==> src/rtl/univ_shift_reg.sv <==
// univ_shift_reg
//   Universal WIDTH-bit shift register used as a SIPO/PISO engine between
//   serial links and parallel datapaths. Supports hold, logical shift
//   right/left, rotate right/left, arithmetic shift right, parallel load and
//   synchronous clear. A frame counter tracks shift/rotate operations and
//   emits a one-cycle frame_done pulse when FRAME_LEN of them have completed.
//
// Ports
//   clk        : clock, rising edge
//   rst_n      : asynchronous active-low reset
//   en         : operation enable; 0 holds register and counter
//   mode       : operation select (HOLD/SHR/SHL/ROR/ROL/ASR/LOAD/CLR)
//   ser_in_r   : bit inserted at MSB on logical shift right
//   ser_in_l   : bit inserted at LSB on logical shift left
//   load_data  : parallel load value
//   data_out   : registered register contents
//   ser_out_r  : data_out[0]
//   ser_out_l  : data_out[WIDTH-1]
//   shift_cnt  : shifts performed in the current frame (0..FRAME_LEN-1)
//   frame_done : registered one-cycle pulse marking frame completion
module univ_shift_reg #(
   parameter  int WIDTH     = 8,
   parameter  int FRAME_LEN = 8,
   localparam int CNT_W     = $clog2(FRAME_LEN + 1)
) (
   input  logic             clk,
   input  logic             rst_n,
   input  logic             en,
   input  logic [2:0]       mode,
   input  logic             ser_in_r,
   input  logic             ser_in_l,
   input  logic [WIDTH-1:0] load_data,
   output logic [WIDTH-1:0] data_out,
   output logic             ser_out_r,
   output logic             ser_out_l,
   output logic [CNT_W-1:0] shift_cnt,
   output logic             frame_done
);

   typedef enum logic [2:0] {
      OP_HOLD = 3'b000,
      OP_SHR  = 3'b001,
      OP_SHL  = 3'b010,
      OP_ROR  = 3'b011,
      OP_ROL  = 3'b100,
      OP_ASR  = 3'b101,
      OP_LOAD = 3'b110,
      OP_CLR  = 3'b111
   } op_e;

   localparam logic [CNT_W-1:0] CNT_LAST = CNT_W'(FRAME_LEN - 1);

   op_e              op;
   logic [WIDTH-1:0] data_nxt;
   logic             is_shift;
   logic             cnt_clear;

   assign op = op_e'(mode);

   // Next register value and operation classification.
   always_comb begin
      data_nxt  = data_out;
      is_shift  = 1'b0;
      cnt_clear = 1'b0;
      unique case (op)
         OP_HOLD: data_nxt = data_out;
         OP_SHR: begin
            data_nxt = {ser_in_r, data_out[WIDTH-1:1]};
            is_shift = 1'b1;
         end
         OP_SHL: begin
            data_nxt = {data_out[WIDTH-2:0], ser_in_l};
            is_shift = 1'b1;
         end
         OP_ROR: begin
            data_nxt = {data_out[0], data_out[WIDTH-1:1]};
            is_shift = 1'b1;
         end
         OP_ROL: begin
            data_nxt = {data_out[WIDTH-2:0], data_out[WIDTH-1]};
            is_shift = 1'b1;
         end
         OP_ASR: begin
            data_nxt = {data_out[WIDTH-1], data_out[WIDTH-1:1]};
            is_shift = 1'b1;
         end
         OP_LOAD: begin
            data_nxt  = load_data;
            cnt_clear = 1'b1;
         end
         OP_CLR: begin
            data_nxt  = '0;
            cnt_clear = 1'b1;
         end
         default: data_nxt = data_out;
      endcase
   end

   always_ff @(posedge clk or negedge rst_n) begin
      if (!rst_n) begin
         data_out   <= '0;
         shift_cnt  <= '0;
         frame_done <= 1'b0;
      end else if (en) begin
         data_out <= data_nxt;
         if (is_shift) begin
            // Wrap on the FRAME_LEN-th shift and flag it in the same edge.
            if (shift_cnt == CNT_LAST) begin
               shift_cnt  <= '0;
               frame_done <= 1'b1;
            end else begin
               shift_cnt  <= shift_cnt + 1'b1;
               frame_done <= 1'b0;
            end
         end else begin
            // LOAD/CLR abandon the partial frame; HOLD keeps the count.
            if (cnt_clear) begin
               shift_cnt <= '0;
            end
            frame_done <= 1'b0;
         end
      end else begin
         frame_done <= 1'b0;
      end
   end

   assign ser_out_r = data_out[0];
   assign ser_out_l = data_out[WIDTH-1];

endmodule

==> config.mk <==
export PLATFORM = sky130hd
export DESIGN_NAME = univ_shift_reg
export DESIGN_NICKNAME = d
export VERILOG_FILES = /design/src/rtl/univ_shift_reg.sv
export SDC_FILE = /design/constraint.sdc
export NUM_CORES = 1
export LEC_CHECK = 0
export CAP_MARGIN = 40
export CORE_MARGIN = 2
export CORE_UTILIZATION = 47
export CTS_BUF_LIST = sky130_fd_sc_hd__clkbuf_16
export CTS_CLUSTER_DIAMETER = 80
export DETAILED_ROUTE_END_ITERATION = 12
export PLACE_DENSITY_LB_ADDON = 0.05
export SETUP_SLACK_MARGIN = 0.5
export SLEW_MARGIN = 20
export SYNTH_ARGS = -nofsm -noshare
export SYNTH_HDL_FRONTEND = slang
export SYNTH_SLANG_ARGS = --single-unit
export TNS_END_PERCENT = 100
==> constraint.sdc <==
create_clock -name clk -period 3 [get_ports clk]
set_input_delay 0.45 -clock clk [delete_from_list [all_inputs] [get_ports clk]]
set_output_delay 0.45 -clock clk [all_outputs]
set_load 0.02 [all_outputs]
Yosys cells after proc, flatten, opt, wreduce, memory -nomap -nowiden
Cells that the tools add are included.
{"block": "totals", "word_cells": 31, "ff_bits": 13}
{"block": "classes", "mux": 9, "n_bitwise": 2, "n_eq_ne": 8, "reduce_logical": 7, "add_sub_neg": 1}
{"cell": "8-bit one-hot mux with 7 select lines", "count": 1}
{"cell": "3-bit == test, second input constant", "count": 4}
{"cell": "4-bit 2-to-1 mux", "count": 3}
{"cell": "3-bit by 2-bit == test with 1-bit output, second input constant", "count": 2}
{"cell": "1-bit 2-to-1 mux", "count": 5}
{"cell": "5-bit OR reduction", "count": 1}
{"cell": "4-bit by 1-bit adder with 4-bit output, second input constant", "count": 1}
{"cell": "4-bit by 3-bit == test with 1-bit output, second input constant", "count": 1}
{"cell": "2-bit AND reduction", "count": 2}
{"cell": "3-bit by 1-bit == test with 1-bit output, second input constant", "count": 1}
{"cell": "3-bit logical NOT", "count": 1}
{"cell": "3-bit AND reduction", "count": 1}
{"cell": "1-bit NOT", "count": 2}
{"cell": "2-bit nonzero test", "count": 1}
{"cell": "2-bit OR reduction", "count": 1}

Depth between registers and ports, before layout
{"block": "depth", "ltp_word": 5, "depth_mapped": 5, "ltp_nobuf": 4}

Worst setup path before layout
Ideal clock, no wire load.
{"block": "synth_path", "path_type": "input -> register", "start": "input port mode[1]", "end": "register data_out[1]", "path_stages": 4, "setup_ns": 0.126, "n_path_buf": 1, "arrival_time_ns": 1.377, "setup_slack_ns": 1.497, "path_cell_list": "and3b_1 clkbuf_2 a221o_1 o32a_1"}
{"block": "synth_via", "elab_chain_len": 3, "word_cells_on_any_way": 11, "cone_classes": "eq/ne: 7; mux: 1; bitwise: 1; reduce/logical: 2"}
{"element": "from (decl)", "line": "29", "rtl": "input logic [2:0] mode,"}
{"element": "parallel branches: the longest is 3 deep, another holds 8-bit one-hot mux with 7 select lines"}
{"element": "to (signal assigned)", "line": "105", "rtl": "data_out <= data_nxt;"}
{"element": "to (decl)", "line": "33", "rtl": "output logic [WIDTH-1:0] data_out,"}
Parallel ways; which one is timed is not known.
A chain may end at the register's enable or synchronous reset.

Final worst setup path
{"block": "layout_path", "start": "input port mode[1]", "end": "register shift_cnt[3]"}
{"block": "layout_via", "elab_chain_len": 5, "word_cells_on_any_way": 14, "cone_classes": "eq/ne: 7; mux: 3; reduce/logical: 4"}
{"element": "3-bit == test, or another cell as far along", "line": "65", "rtl": "unique case (op)"}
{"element": "5-bit OR reduction (no source line) or 2-bit OR reduction (tied branches)"}
{"element": "1-bit 2-to-1 mux", "line": "65"}
{"element": "2-bit nonzero test (no source line)"}
{"element": "2-bit AND reduction (no source line)"}
{"element": "to (signal assigned)", "line": "112", "rtl": "shift_cnt <= shift_cnt + 1'b1;"}
{"element": "to (decl)", "line": "36", "rtl": "output logic [CNT_W-1:0] shift_cnt,"}
Parallel ways exist; a longest one is shown, timed or not.

==> impl_summary.txt <==
----------------------------------------------------
[Power]
  Internal power ... 0.532 mW
  Clock power frac ... 0.323
  Leakage Power ... 0.490 nW
  Total power consumption of the routed design ... 0.793 mW
  Relative contribution of sequential cells to total power ... 0.334
  Switching power summed over all nets ... 0.262 mW
  Switching power share of the total ... 0.330
  Logic gate share of total power ... 0.343
  Worst IR Drop VDD ... 0.000547 V
  Power density over the cells ... 635 mW/mm²

[Cells and area]
  Nets ... 141
  Fraction of final layout cells sized beyond drive strength 1 ... 0.0488
  Area of the multi-input gates ... 493 µm²
  Total of fill cells in the finished design ... 148
  Antenna diode count ... 0
  Area growth, synth to finish ... 42.4%
  Sequential cell area ... 325 µm²
  Share of the core filled with cells ... 0.715

[Routing]
  Post-route ant nets ... 0
  Wire length on met3 ... 138 µm
  Vias per inst ... 5.99
  Uppermost layer routed ... met4
  DRC marker count from the first detailed-route iteration ... 38
  Number of DRC violations after detailed routing ... 0
  Number of detailed-route iterations in the first pass ... 4
  Detailed-route wire length ... 2.27 mm
  Wl on met1 ... 938 µm
  Count of vias placed by the detailed router ... 887
  Length of routed met2 wiring ... 1.17 mm
  Wire length per cell after detailed routing ... 15.3 µm

[STA]
  Max-slew violation count ... 0
  F_max ... 0.463 GHz
  Number of setup violations in the final report ... 0
  Slew Limit Headroom ... 0.582
  Tightest Pin Transition ... 0.625 ns
  Final hold violation count ... 0
  Worst Setup Slack, final ... 0.842 ns
  Fin crit period ... 2.16 ns
  Share of the cycle needed by the critical path after routing ... 0.719
  Clock Skew ... 0.000245 ns
  Total negative slack ... 0 ns
  RSZ-0062 raised after global routing ... no

[Clocking]
  Clk Tree Root Cell ... sky130_fd_sc_hd__clkbuf_16
  Clock transition time at the flip-flop clock pins of the worst setup and hold paths ... 0.05 ns
  Resized Gates After CTS ... 0
  TritonCTS clock tree ... yes
  Sinks on the clock net ... 13
  Clock latency on the worst-skew pair ... 0.24 ns
  Hold Buf Count CTS ... 0
  Bufs on Longest Clock Path ... 2
  Number of CTS-inserted buffers ... 3
  Post-CTS repair timing setup buffer count ... 0
  Number of levels in the clock H-tree ... 1

[Die]
  Count of standard-cell rows ... 15
  Effective utilization at floorplan ... 0.503
  Vertical die dimension ... 47.2 µm
  Core Box Area ... 0.00175 mm²
  Chip width ... 47.2 µm
  Full die area ... 0.00223 mm²
  Num ports ... 31

[Setup path]
  Biggest fanout along the worst timing path ... 13
  Worst Path Class, Setup ... in -> reg
  Nature of the critical path endpoint ... register
  Required time of the critical path ... 3.12 ns
  Critical path data arrival time ... 2.28 ns
  Startpoint type of the worst setup path ... input pin

[Synth]
  Post-Syn Nets ... 115
  Syn. warnings ... 0
  Flip-flop and latch count after synthesis ... 13
  Netlist area before placement ... 877 µm²
  Yosys cell types ... 35
  Portion of the post-synthesis area used by sequential elements ... 0.371
  Syn_area_per_cell ... 8.95 µm²
  Cell count after synthesis ... 98

[Global routing]
  Via count of the first global-routing pass ... 797
  Global-route congestion overflow total ... 0
  Number of antenna violations at the first check in global routing ... 0
  First-pass GRT wire length ... 3.55 mm
  Largest net degree at the start of global routing ... 17
  Global router's overall resource usage ... 0.232

[Placement]
  Placer's final routability congestion estimate ... 0.830
  DP Wirelength ... 1.60 mm
  Worst slack at placement ... 0.590 ns
  Port Buffers ... 30

[Worst hold path]
  Worst hold path type ... reg -> reg

[Outcome]
  Result of the run ... finished, final reports clean

[Flow run]
  Max-capacitance violation count ... 0

----------------------------------------------------
==> synthesized netlist by cell type, drive strengths merged <==
library cell | n | share of area
a211o | 1 | 0.010
a21boi | 1 | 0.0086
a21oi | 9 | 0.051
a221o | 6 | 0.068
a221oi | 1 | 0.010
a22oi | 1 | 0.0086
a32o | 1 | 0.011
a32oi | 1 | 0.010
and3b | 1 | 0.010
buf | 9 | 0.053
clkbuf | 2 | 0.010
dfrtp | 13 | 0.37
ha | 1 | 0.014
inv | 1 | 0.0043
mux2i | 1 | 0.011
nand2 | 12 | 0.051
nand2b | 1 | 0.0071
nand3 | 3 | 0.017
nor2 | 2 | 0.0086
nor2b | 3 | 0.021
nor3 | 1 | 0.0057
nor3b | 7 | 0.060
o21ai | 6 | 0.034
o31a | 1 | 0.010
o31ai | 2 | 0.017
o32a | 6 | 0.068
o41ai | 1 | 0.010
or2 | 1 | 0.0071
or3b | 1 | 0.010
xnor2 | 1 | 0.010
xor2 | 1 | 0.010
==> flip-flops by register name, indices dropped and copies added, names as in the netlist <==
name,count
data_out,8
shift_cnt,4
frame_done,1
==> path summary, 6_finish.rpt <==
| kind | start | to | slack [ns] | depth (start not counted) |
|---|---|---|---|---|
| max in group asynchronous | rst_n | data_out[6]$_DFFE_PN0P_ | 2.00 | 1 |
| hold / removal | shift_cnt[3]$_DFFE_PN0P_ | frame_done$_DFF_PN0_ | 0.52 | 1 |
| min in group asynchronous | rst_n | shift_cnt[3]$_DFFE_PN0P_ | 0.60 | 1 |
| setup / recovery | mode[1] | shift_cnt[3]$_DFFE_PN0P_ | 0.84 | 5 |
| hold reg to reg | shift_cnt[3]$_DFFE_PN0P_ | frame_done$_DFF_PN0_ | 0.52 | 1 |
| setup reg to reg | data_out[6]$_DFFE_PN0P_ | data_out[7]$_DFFE_PN0P_ | 1.74 | 3 |
==> metrics by stage <==
step           hold slack, ns  cells  cell area (µm²)
5_1_grt                 0.542    148             1250
4_1_cts                 0.521    148             1250
3_5_place_dp            0.514    144             1170
2_1_floorplan           0.154     98              877
6_report                0.517    148             1250
3_3_place_gp            0.497    144             1170
==> metal layers <==
layer,track usage,vias to the layer above
li1,-,426
met1,0.286,419
met5,0,-
met4,0.106,0
met2,0.392,38
met3,0.0423,4
==> area by class of cell <==
type                       instances  share of cell area
tap                               25              0.0251
multi-input combinational         73               0.395
inverter                           1             0.00301
clock inverter                     1             0.00401
sequential                        13               0.261
clock buffer                       3              0.0601
timing repair buffer              32               0.253
==> layout by cell type (no fill, tap or decap), types with 2 or more instances in the layout <==
cell type and instances:
sky130_fd_sc_hd__nor2b_1 3, sky130_fd_sc_hd__nand3_1 3, sky130_fd_sc_hd__clkdlybuf4s50_1 30, sky130_fd_sc_hd__o32a_1 6, sky130_fd_sc_hd__o21ai_1 2, sky130_fd_sc_hd__a21oi_1 9, sky130_fd_sc_hd__buf_4 2, sky130_fd_sc_hd__dfrtp_1 13
sky130_fd_sc_hd__o21ai_0 4, sky130_fd_sc_hd__nor2_1 2, sky130_fd_sc_hd__nand2_1 12, sky130_fd_sc_hd__clkbuf_16 3, sky130_fd_sc_hd__a221o_1 6, sky130_fd_sc_hd__o31ai_1 2, sky130_fd_sc_hd__nor3b_1 7
==> cells by family (layout without fill, tap and decap cells) <==
family	Yosys count	in the layout	synth area share
flops	13	13	0.371
compound gates	37	37	0.318
xor+xnor	2	2	0.0200
simple gates	32	32	0.198
buf+inv	12	37	0.0670
mux	1	1	0.0114
fa+ha+maj	1	1	0.0143
==> worst max-delay path, stage by stage <==
cell                              delay [ns]
sky130_fd_sc_hd__clkdlybuf4s50_1        0.65
sky130_fd_sc_hd__buf_4                  0.24
sky130_fd_sc_hd__o31a_1                 0.39
sky130_fd_sc_hd__nand2_1                0.17
sky130_fd_sc_hd__o41ai_1                0.37
==> power by group through the flow <==
stage               Clock, mW  Combinational (mW)  Sequential, mW
floorplan                   0               0.109           0.302
global placement            0               0.269           0.264
detailed placement          0               0.272           0.266
CTS                     0.259               0.274           0.264
global route            0.269               0.296           0.272
finish                  0.256               0.272           0.265
Note: power is estimated with default switching activity, not from simulation.
